==> src/rtl/scan_nmux.sv <==
// Registered N:1 channel multiplexer with manual select and auto-scan modes.
// Auto-scan steps an internal channel counter with a programmable dwell per channel.
module scan_nmux #(
  parameter  int unsigned N_CH  = 16,
  parameter  int unsigned W     = 1,
  parameter  int unsigned DWELL = 1,
  localparam int unsigned SEL_W = ($clog2(N_CH) > 1) ? $clog2(N_CH) : 1
) (
  input  logic              clk,
  input  logic              rst,
  input  logic [N_CH*W-1:0] in,
  input  logic [SEL_W-1:0]  sel,
  input  logic              mode,
  input  logic              en,
  output logic [W-1:0]      y,
  output logic [SEL_W-1:0]  sel_out,
  output logic              valid,
  output logic              wrap,
  output logic              err
);

  localparam logic [0:0]       ST_MAN  = 1'b0;
  localparam logic [0:0]       ST_SCAN = 1'b1;
  localparam logic [SEL_W-1:0] LAST_CH = SEL_W'(N_CH - 1);
  localparam logic [15:0]      LAST_DC = 16'(DWELL - 1);

  logic [0:0]       state;
  logic [SEL_W-1:0] ch;
  logic [15:0]      dc;

  logic             entering;
  logic [SEL_W-1:0] cur_ch;
  logic [15:0]      cur_dc;
  logic             dwell_done;
  logic             illegal;
  logic [SEL_W-1:0] pick;
  logic [W-1:0]     pick_data;
  logic [SEL_W-1:0] ch_n;
  logic [15:0]      dc_n;
  logic             wrap_n;

  always_comb begin
    entering   = mode && (state == ST_MAN);
    // Entry behaves as a step from ch=0/dc=0 so the entry edge is the first dwell cycle.
    cur_ch     = entering ? '0 : ch;
    cur_dc     = entering ? '0 : dc;
    dwell_done = (cur_dc == LAST_DC);
    illegal    = !mode && (sel > LAST_CH);
    pick       = mode ? cur_ch : sel;

    pick_data = '0;
    for (int unsigned k = 0; k < N_CH; k++) begin
      if (pick == SEL_W'(k)) pick_data = in[k*W +: W];
    end

    ch_n = cur_ch;
    dc_n = cur_dc + 16'd1;
    if (dwell_done) begin
      dc_n = '0;
      ch_n = (cur_ch == LAST_CH) ? '0 : cur_ch + SEL_W'(1);
    end

    // Counters only return to 0/0 after the last channel's dwell, so seeing that
    // origin while already scanning marks the first sample of a new pass.
    wrap_n = mode && !entering && (cur_ch == '0) && (cur_dc == '0);
  end

  always_ff @(posedge clk) begin
    if (rst) begin
      state   <= ST_MAN;
      ch      <= '0;
      dc      <= '0;
      y       <= '0;
      sel_out <= '0;
      valid   <= 1'b0;
      wrap    <= 1'b0;
      err     <= 1'b0;
    end else if (en) begin
      state   <= mode ? ST_SCAN : ST_MAN;
      y       <= illegal ? '0 : pick_data;
      sel_out <= pick;
      valid   <= 1'b1;
      wrap    <= wrap_n;
      err     <= illegal;
      if (mode) begin
        ch <= ch_n;
        dc <= dc_n;
      end else begin
        ch <= '0;
        dc <= '0;
      end
    end else begin
      valid <= 1'b0;
      wrap  <= 1'b0;
    end
  end

endmodule

==> config.mk <==
export PLATFORM = sky130hd
export DESIGN_NAME = scan_nmux
export DESIGN_NICKNAME = d
export VERILOG_FILES = /design/src/rtl/scan_nmux.sv
export SDC_FILE = /design/constraint.sdc
export NUM_CORES = 1
export LEC_CHECK = 0
export BUFFER_PORTS_ARGS = -buffer_cell sky130_fd_sc_hd__buf_2
export CORE_UTILIZATION = 55
export DETAILED_ROUTE_END_ITERATION = 6
export GPL_TIMING_DRIVEN = 0
export PLACE_DENSITY = 0.8
export SYNTH_ARGS = -nofsm -noshare
export SYNTH_HDL_FRONTEND = slang
export SYNTH_SLANG_ARGS = --single-unit
==> constraint.sdc <==
create_clock -name clk -period 3 [get_ports clk]
set_clock_uncertainty 0.2 [all_clocks]
set_input_delay 0.3 -clock clk [delete_from_list [all_inputs] [get_ports clk]]
set_output_delay 0.3 -clock clk [all_outputs]
set_load 0.01 [all_outputs]
==> summary.txt, run 1 <==
Outcome
  – Status: finished clean

Synthesis
  – Leading area contributor after synthesis: dfxtp_1
  – Ys async rst share: 0
  – Post-synthesis area per instance: 7.41 µm²
  – Synth Warn #: 0
  – Synth cell types: 47
  – Seq cells post-synth: 28
  – Share of the synthesized area in the top cell type: 0.321
  – Most frequent cell after synthesis: dfxtp_1
  – EDFF count, synth: 0
  – Cells after synthesis: about 240
  – Top post-synthesis cells by count: dfxtp_1 (28), nor2_1 (27), nand2_1 (25)
  – Mapped Area: between 1500 and 2000 µm²
  – Ranking of synthesized cells by area: dfxtp_1 (32%), nor2_1 (5.8%), nand2_1 (5.4%), nand3_1 (4.6%), o21ai_0 (4.3%)
  – Syn nets: approximately 260
  – Top_reg_cell synth: dfxtp_1
  – Register area share after synthesis: 0.321

Min path
  – Hold path depth: 3
  – HP Class: in -> reg

Final layout
  – Register area: between 500 and 600 µm²
  – Area of the multi-input gates: around 1100 µm²
  – Post-route cell area: just under 2000 µm²
  – Layout cells sized above 1: 0.175
  – NumNets Final: around 300
  – ANT cells: 0
  – Area growth from synthesis to layout: 13.7%
  – FILL cells: approximately 280

Drt
  – TritonRoute pass-1 iters: 4
  – # DRC: 0
  – Via count: about 1900
  – Detail Route Antenna Nets: 0
  – Final WL: 4310 µm
  – Post-DR wirelength/cell: between 10 and 15 µm
  – Initial DRC count: 156
  – Vias per inst: between 5 and 6

GRT
  – Pin count of the biggest net entering global routing: 16
  – Gr ovfl total: 0
  – Vias in the first global route: ~1600
  – First-pass GRT wire length: around 7200 µm
  – Antenna violations before repair: 0
  – Gr usage total: 0.271

Clock network
  – Total CTS buffers: 3
  – Clock root buffer: clkbuf_4
  – Bufs on Longest Clock Path: 2
  – # clock sinks: 28
  – CTS tree: built
  – Hold buffers post-CTS: 0
  – Worst skew pair latency: between 300 and 400 ps
  – Max H-tree Level: 1
  – Post-CTS setup buffers: 0
  – Clk pin slew, worst setup/hold paths: 160 ps

Worst setup path
  – Worst r2r path cells: 12
  – CP top delay family: simple AND/OR/NAND/NOR gates
  – Cell mode on critical path: a21oi_1
  – Buf/Inv on CP: 3
  – CP peak stage delay: around 390 ps
  – CP max stage cell: dfxtp_1
  – Worst EP required: roughly 3000 ps
  – Critical path capture point type: register
  – CP Depth: 12
  – WS Path Type: reg -> reg
  – Worst setup SP type: register
  – CP cell instances: nand2b_1 -> buf_2 -> clkbuf_2 -> nand2_1 -> inv_1 -> ha_1 -> and3_1 -> nand4_1 -> nor2_1 -> a21oi_1 -> o21ai_0 -> a21oi_1
  – Critical path arrival: around 2800 ps
  – Critical path fanouts, max: 10

Die
  – Die Ht: ~58 µm
  – Io pins: 32
  – Die width: slightly below 60 µm
  – Die area: between 3000 and 4000 µm²
  – Initial core utilization: 0.577
  – Cell row count: 20
  – CORE AREA: a little over 3000 µm²

STA
  – Pins Over Slew Limit: 0
  – Highest clock rate: around 0.37 GHz
  – Fin crit period: approximately 2700 ps
  – Rel. slew slack: 0.636
  – Worst-margin pin slew: between 500 and 600 ps
  – Fin crit share: 0.913
  – Final hold viol count: 0
  – Unrepaired setup endpoints after global routing: no
  – Setup-failing EPs final: 0
  – Setup_tns: 0 ps

Flow run
  – Max-cap check violation count: 0

Power and ir drop
  – PD cells: about 340 nW/µm²
  – Pleak: ~0.8 nW
  – Worst ir drop on vdd: ~380 µV

Placed design
  – Dpl cell area: a little under 2000 µm²
  – Port Buf Inserts: 29
  – Gpl congestion: ~0.88
  – Hpwl dp: 3170 µm
cell families after synthesis:
| family | share of synthesized area |
|---|---|
| adders and majority gates | 0.0286 |
| AOI/OAI and AO/OA | 0.266 |
| buffers and inverters | 0.0544 |
| muxes | 0.0301 |
| other | 0.00215 |
| DFF | 0.321 |
| and+or+nand+nor | 0.298 |
area by class of cell:
cell class | count | area share
clock buffers | 4 | 0.0183
well taps | 44 | 0.0277
plain buffers | 15 | 0.0334
repair buffers | 29 | 0.0730
inverters | 8 | 0.0151
multi-input cells | 185 | 0.551
flip-flops and latches | 28 | 0.282
final timing paths:
kind / startpoint / end / slack, ps
max: state / dc[12] / 260
min: en / wrap / 50
max reg2reg: state / dc[12] / 260
min reg2reg: sel_out[2] / sel_out[2] / 290
power by group:
| part | leakage (nW) | total [W] | switching, W | internal, W |
|---|---|---|---|---|
| combinational | 0.539 | 0.000107 | 0.0000634 | 0.0000438 |
| sequential | 0.227 | 0.000384 | 0.00000461 | 0.000379 |
| clock | 0.0210 | 0.000188 | 0.000114 | 0.0000744 |
| total | 0.787 | 0.000679 | 0.000182 | 0.000497 |
per-stage QoR:
stage	setup slack (ps)	instances	total power (W)	hold slack [ps]	util
2_1_floorplan	643	236	0.000458	241	-
3_3_place_gp	37.3	309	0.000496	269	0.643
3_5_place_dp	34.8	309	0.000497	275	0.643
4_1_cts	47.9	313	0.000678	55.1	0.655
5_1_grt	117	313	0.000710	62.9	0.657
6_report	261	313	0.000679	50.5	0.657
what timing repair did:
item | CTS | global route
endpoints found under the hold margin | 0 | 0
setup endpoints to repair | 0 | 6
resized for setup | 0 | 2
layer usage:
layer,track usage,part of all wire,vias up,wire length [µm]
li1,-,-,947,-
met1,0.388,0.48,860,2050
met2,0.433,0.46,61,1960
met3,0.0462,0.058,8,252
met4,0.0510,0.010,0,43
met5,0,0,-,0
sequential cells by signal, indices dropped and copies added, names as in the netlist:
signal	cells
ch	4
dc	16
sel_out	4
state	1
valid	1
wrap	1
y	1
worst reg2reg max path, delay by kind of cell, from the launching register on:
kind | cells | cell delay, ps
AND/OR/NAND/NOR | 5 | 970
adder cells (fa/ha/maj) | 1 | 170
buffers and inverters | 3 | 540
flip-flops | 1 | 390
AO/OA/AOI/OAI | 3 | 360
layout by cell type, fill, tap and decap left out, types with 4 or more instances in the layout:
cell type and instances:
inv_1 8, a22oi_1 4, a21oi_1 14, and3_1 7
nor2_1 26, nand4_1 6, nor4_1 4, clkbuf_1 9
o21ai_0 15, dfxtp_1 28, a31oi_1 9, ha_1 4
buf_2 33, a211oi_1 6, nor3_1 6, a311oi_1 4
nand2_1 25, nand3_1 16
Power figures use the tool's default switching activity.
==> run 2: changes to the inputs <==
--- a/config.mk
+++ b/config.mk
@@ -6,9 +6,9 @@
 export NUM_CORES = 1
 export LEC_CHECK = 0
 export BUFFER_PORTS_ARGS = -buffer_cell sky130_fd_sc_hd__buf_2
+export CORE_MARGIN = 3
 export CORE_UTILIZATION = 55
 export DETAILED_ROUTE_END_ITERATION = 6
-export GPL_TIMING_DRIVEN = 0
 export PLACE_DENSITY = 0.8
 export SYNTH_ARGS = -nofsm -noshare
 export SYNTH_HDL_FRONTEND = slang
==> run 2 against run 1 <==
- via count down 4.7%
- die area is 14% higher
- sequential share of layout area grew 0.62 points
- wire length decreased by 4.2%
- global-route usage shrank 5.6 points
- worst setup slack improved by 220 ps
- flip-flop and latch count stayed put
- non-clock buffer count decreased by 9
- hold slack improved by 160 ps
- critical endpoint unchanged
==> summary.txt, run 2 (same netlist as run 1, synthesis figures left out) <==
Outcome
  – Status: finished clean

STA
  – Setup-failing EPs final: 0
  – Highest clock rate: slightly below 0.4 GHz
  – Rel. slew slack: 0.650
  – Fin crit period: between 2000 and 3000 ps
  – Unrepaired setup endpoints after global routing: no
  – Pins Over Slew Limit: 0
  – Fin crit share: 0.840
  – Final hold viol count: 0
  – Worst-margin pin slew: 525 ps
  – Setup_tns: 0 ps
  – Worst hold margin: roughly 200 ps

Worst setup path
  – FF-to-FF Start: state
  – Worst r2r path cells: 10
  – CP endpoint: dc[12]
  – Worst EP required: around 3000 ps
  – Critical path arrival: ~2500 ps
  – Critical path fanouts, max: 12
  – Worst Setup SP: state
  – Critical path capture point type: register
  – WS Path Type: reg -> reg
  – Reg2reg setup slack: between 400 and 500 ps
  – Worst setup SP type: register
  – RR Endpoint: dc[12]

Die
  – Io pins: 32
  – Die Ht: 62.4 µm
  – Initial core utilization: 0.603
  – CORE AREA: ~2900 µm²
  – Die area: between 3000 and 4000 µm²
  – Cell row count: 19
  – Die width: a little over 60 µm

Flow run
  – Max-cap check violation count: 0

Final layout
  – ANT cells: 0
  – Biggest regs: dc (16), ch (4), sel_out (4)
  – Layout cells sized above 1: 0.174
  – Most common cell after layout, fill and taps aside: buf_2
  – Area growth from synthesis to layout: 11.3%
  – Most flop-heavy register: dc
  – Commonest cells after routing, fill and taps aside: buf_2 (30), dfxtp_1 (28), nor2_1 (27), nand2_1 (25), nand3_1 (16)
  – Post-route cell area: between 1500 and 2000 µm²
  – Max FFs per register: 16
  – NumNets Final: 289
  – Cell Count, Final, Fillers Out: ~300

Clock network
  – Resize count post-CTS: 0
  – Worst skew pair latency: 330 ps
  – Post-CTS setup buffers: 0
  – CTS tree: built
  – Total CTS buffers: 3
  – # clock sinks: 28
  – Max H-tree Level: 1
  – Clk pin slew, worst setup/hold paths: about 140 ps
  – Bufs on Longest Clock Path: 2
  – Clock root buffer: clkbuf_4
  – Hold buffers post-CTS: 0

GRT
  – Antenna violations before repair: 0
  – First-pass GRT wire length: between 7000 and 8000 µm
  – Gr ovfl total: 0
  – Gr usage total: 0.215
  – Pin count of the biggest net entering global routing: 29
  – Vias in the first global route: roughly 1500

Power and ir drop
  – Worst ir drop on vdd: roughly 340 µV
  – PD cells: roughly 330 nW/µm²
  – Power, Total: ~0.00064 W
  – Pleak: between 0.7 and 0.8 nW

Drt
  – Post-DR wirelength/cell: around 14 µm
  – Via count: roughly 1800
  – TritonRoute pass-1 iters: 4
  – Detail Route Antenna Nets: 0
  – # DRC: 0
  – Final WL: 4130 µm
  – Vias per inst: a little under 6
  – Initial DRC count: between 100 and 150

Placed design
  – Port Buf Inserts: 30
  – Gpl congestion: between 0.8 and 0.9
  – Dpl cell area: between 1500 and 2000 µm²
  – Hpwl dp: 3010 µm
  – Dpl cells: ~300

Min path
  – HP Class: in -> reg
  – Hold path start: en
run 2: cell types whose count changed in the layout (fill, tap and decap cells not counted):
cell,delta
clkbuf_2,-1
buf_2,-3
nor2_2,-1
clkbuf_8,-1
buf_4,+4
nor2_1,+1
clkbuf_1,-9
run 2: through the flow:
step	util	setup slack [ps]
after detailed placement	0.663	543
after global routing	0.671	188
after global placement	0.663	622
after CTS	0.671	519
final	0.671	481
after floorplan	-	643
run 2: worst min-delay path by stage:
stage,endpoint,cells after the start
floorplan,wrap,1
global placement,dc[15],2
detailed placement,dc[15],2
CTS,sel_out[3],3
global route,dc[0],2
finish,sel_out[3],3
run 2: area by class of cell:
| class | count | area (µm²) |
|---|---|---|
| Clock buffer | 3 | 22.5 |
| Fill cell | 277 | 955 |
| Inverter | 8 | 30.0 |
| Multi-Input combinational cell | 185 | 1090 |
| Sequential cell | 28 | 561 |
| Tap cell | 42 | 52.6 |
| Timing Repair Buffer | 35 | 188 |
run 2: critical path: stages, from the launching register on:
cell and delay (ps):
dfxtp_1 530, nand2b_1 250, nand2_1 120, inv_1 120, ha_1 190, and3_1 200, nand4_1 190, nor2_1 270
a21oi_1 100, o21ai_0 150, a21oi_1 80
run 2: per-layer routing:
metal | share of wire | global-route usage
met5 | 0 | 0
met1 | 0.49 | 0.324
met4 | 0.0068 | 0.0441
met3 | 0.061 | 0.0414
met2 | 0.44 | 0.316
run 2: where the power goes:
part,internal (W),switching (W),leakage (nW),total [W]
Combinational,0.0000421,0.0000582,0.533,0.000100
Sequential,0.000379,0.00000562,0.227,0.000385
Clock,0.0000473,0.000107,0.0138,0.000154
